--- src/rtl/siggen_pkg.sv ---
// siggen_pkg: shared encodings and LFSR step for the test pattern source (rev 1.0).
`default_nettype none

package siggen_pkg;

  typedef enum logic [1:0] {
    MODE_RANDOM = 2'd0,
    MODE_RAMP   = 2'd1,
    MODE_CONST  = 2'd2,
    MODE_SQUARE = 2'd3
  } mode_e;

  typedef enum logic [1:0] {
    ST_IDLE = 2'd0,
    ST_RUN  = 2'd1,
    ST_DONE = 2'd2
  } state_e;

  localparam logic [31:0] LFSR_POLY    = 32'h8020_0003;
  localparam logic [31:0] CH_SEED_STEP = 32'h9E37_79B9;

  // Galois step: shift right, fold the polynomial in when a 1 falls out.
  function automatic logic [31:0] lfsr_next(input logic [31:0] s);
    return s[0] ? ((s >> 1) ^ LFSR_POLY) : (s >> 1);
  endfunction

endpackage

`default_nettype wire

--- src/rtl/siggen_lfsr32.sv ---
// siggen_lfsr32: 32-bit Galois LFSR with seed load and single-step advance (rev 1.0).
`default_nettype none

module siggen_lfsr32 (
  input  logic        clk,
  input  logic        rst,
  input  logic        load,
  input  logic [31:0] seed,
  input  logic        advance,
  output logic [31:0] state
);
  import siggen_pkg::*;

  // An all-zero state would lock up, so a zero seed becomes 1.
  always_ff @(posedge clk or posedge rst) begin
    if (rst) begin
      state <= 32'd1;
    end else if (load) begin
      state <= (seed == 32'd0) ? 32'd1 : seed;
    end else if (advance) begin
      state <= lfsr_next(state);
    end
  end

endmodule

`default_nettype wire

--- config.mk ---
export PLATFORM = sky130hd
export DESIGN_NAME = siggen_lfsr32
export DESIGN_NICKNAME = d
export VERILOG_FILES = /design/src/rtl/siggen_pkg.sv /design/src/rtl/siggen_lfsr32.sv
export SDC_FILE = /design/constraint.sdc
export NUM_CORES = 1
export LEC_CHECK = 0
export CAP_MARGIN = 40
export CORE_UTILIZATION = 45
export DETAILED_ROUTE_END_ITERATION = 16
export PLACE_DENSITY = 0.83
export SLEW_MARGIN = 40
export SYNTH_ARGS = -nofsm -noshare
export SYNTH_HDL_FRONTEND = slang
export SYNTH_SLANG_ARGS = --single-unit
--- constraint.sdc ---
create_clock -name clk -period 2.2 [get_ports clk]
set_input_delay 0.44 -clock clk [delete_from_list [all_inputs] [get_ports clk]]
set_output_delay 0.44 -clock clk [all_outputs]
set_load 0.01 [all_outputs]
==> reports/summary.txt <==
max FFs per register = 32
Clock Latency Late Sink = 330 ps
maximum clock insertion buffer count = 2
first-pass GRT wire length = 5770 um
Placer Congestion = 0.759
Tightest Hold Check Type = input port to async pin
CTS tree = built
CP Depth = 1
setup clock skew after layout = 4.46 ps
area grow syn2layout = 46.1%
status = finished, final reports clean
global-route usage over all layers = 21.2%
Post-Syn Area = 1600 sq um
initial antenna violation count = 0
worst reg2reg path depth = 4
Core Rows = 21
Hold Buf Count CTS = 0
max-cap violations = 0
Critical Path Fanout Max = 5
reg-to-reg slack, setup = 1110 ps
Critical Path Max Stage Delay = 600 ps
post-CTS setup repair buffer count = 0
worst vdd ir = 0.477 mV
clk root buf = clkbuf_4
CP Cell Sequence = clkdlybuf4s50_1
Fill cells = 280
fmax = 513 MHz
unrepaired setup endpoints after global routing = no
Clock transition at path regs = 90 ps
Distinct cells, synth = 17
Final Hold Vio Count = 0
PwrDens = 619 nW/um^2
Die Span Y = 61.6 um
grt total ovfl = 0
fin. max-slew vios = 0
Yosys reg bits = 32
sequential share of the synthesized area = 50.2%
Core Area = 3360 sq um
Synth async-reset ratio = 100%
Slew headroom = 63.3%
vias in the first global route = 1285
drt initial violations = 75
Worst Setup Start Kind = flop
clock sink count = 32
PortBufs = 67
Least-Margin Pin Slew = 551 ps
final wirelength = 3840 um
CP Capture Type = output pin
Antenna Diode Count = 0
IO Pins = 68
vias per inst = 5.14
largest net degree at the start of global routing = 41
CTS Buf Count = 5
post-route ant nets = 0
period utilization = 88.6%
CP required = 1760 ps
Critical path origin = state[0]
H-tree levels = 2
Final Instance Count excl. Fillers = 269
slowest library cell on the worst path = dfstp_2
Yosys warnings = 0
number of synthesized flops with an enable pin = 0
Yosys top cell by area = dfrtp_1
Tmin final = 1950 ps
Primary FF master, synth = dfrtp_1
placed cell count = 261
Top reg by flops = state
ranking of synthesized cells by area = dfrtp_1 49%, mux2i_1 18%, o21ai_0 10%
top-area cell type share of the netlist area = 48.5%
Final HPWL DP = 2910 um
final-stage net count = 258
DR DRC count = 0
Synth top cells by count = 34 x nand2_1, 33 x o21ai_0, 31 x dfrtp_1, 29 x mux2i_1, 5 x clkbuf_1
worst r2r dst = state[21]
Worst EP arrival = 1510 ps
Syn Area/Cell = 10.3 sq um
Initial Utilization = 47.5%
CP bufs+invs = 1
CP Capture Point = state[0]
Setup-failing EPs final = 0
WL/cell = 14.3 um
crit path kind = flop to output pin
biggest regs = state (32)
DIE AREA = 3800 sq um
Die X = 61.6 um
syn_nets = 192
Vias = 1384
reg2reg start = state[0]
most common cell in the synthesized netlist = nand2_1
share of layout cells above drive strength 1 = 8.07%
CTS resizes = 0
Crit path max-delay family = flip-flops
Initial DRT Pass Iterations = 4
leakage power = 0.00101 uW
Setup TNS Final = 0 ps
Post-Synthesis Cells = 156
-- worst min-delay path by stage --
stage,from,depth (start not counted),endpoint
6_report,rst,3,state[16]
5_1_grt,rst,3,state[30]
4_1_cts,rst,3,state[16]
3_5_place_dp,state[15],2,state[14]
3_3_place_gp,state[10],2,state[10]
2_1_floorplan,rst,1,state[10]
-- stage by stage --
step,total power (uW),setup slack (ps),hold slack (ps),utilization [%],area [sq um]
after global placement,1100,377,575,67.6,2270
final,1450,251,493,69.5,2340
after CTS,1460,241,500,69.5,2340
after detailed placement,1110,414,591,67.6,2270
after global routing,1520,194,531,69.5,2340
after floorplan,880,1070,555,-,1600
-- cells by family (layout without fill, tap and decap cells) --
family	after synthesis	in the layout	synth area share, %
multiplexers	29	29	18.2
XOR/XNOR	3	3	1.64
flip-flops	32	32	50.2
buffers and inverters	12	79	5.09
AO/OA/AOI/OAI	35	35	11.1
AND/OR/NAND/NOR	45	45	13.8
-- report_power, final --
part           internal (uW)  total, uW  switching [uW]
sequential               653        710            57.3
clock                    152        345             193
combinational            229        390             161
-- metal layers --
metal / wire (um) / track usage [%]
met1: 1660 / 26.1
met2: 1970 / 36.7
met3: 117 / 2.73
met4: 94 / 9.84
met5: 0 / 0
-- final cells by class --
type / count / area [sq um] / area share, %
multi-input cells: 112 / 716 / 30.6
clock inverters: 2 / 10.0 / 0.428
inverters: 1 / 3.75 / 0.161
repair buffers: 70 / 696 / 29.8
clock buffers: 6 / 51.3 / 2.20
well taps: 46 / 57.6 / 2.46
flip-flops and latches: 32 / 802 / 34.3
-- placed cells by master, fill, tap and decap left out --
master and instances:
nor2b_1 1, dfstp_2 1, clkinv_2 2, dfrtp_1 31, nand4_1 2, o21a_1 1
nand2_1 34, clkbuf_8 1, buf_12 1, nor4_1 4, xnor2_1 3, clkbuf_4 5
o21ai_1 1, inv_1 1, nor4_2 4, buf_2 2, buf_4 2, o21ai_0 33
clkdlybuf4s50_1 65, mux2i_1 29
No activity file was read; power rests on OpenSTA's default activity.
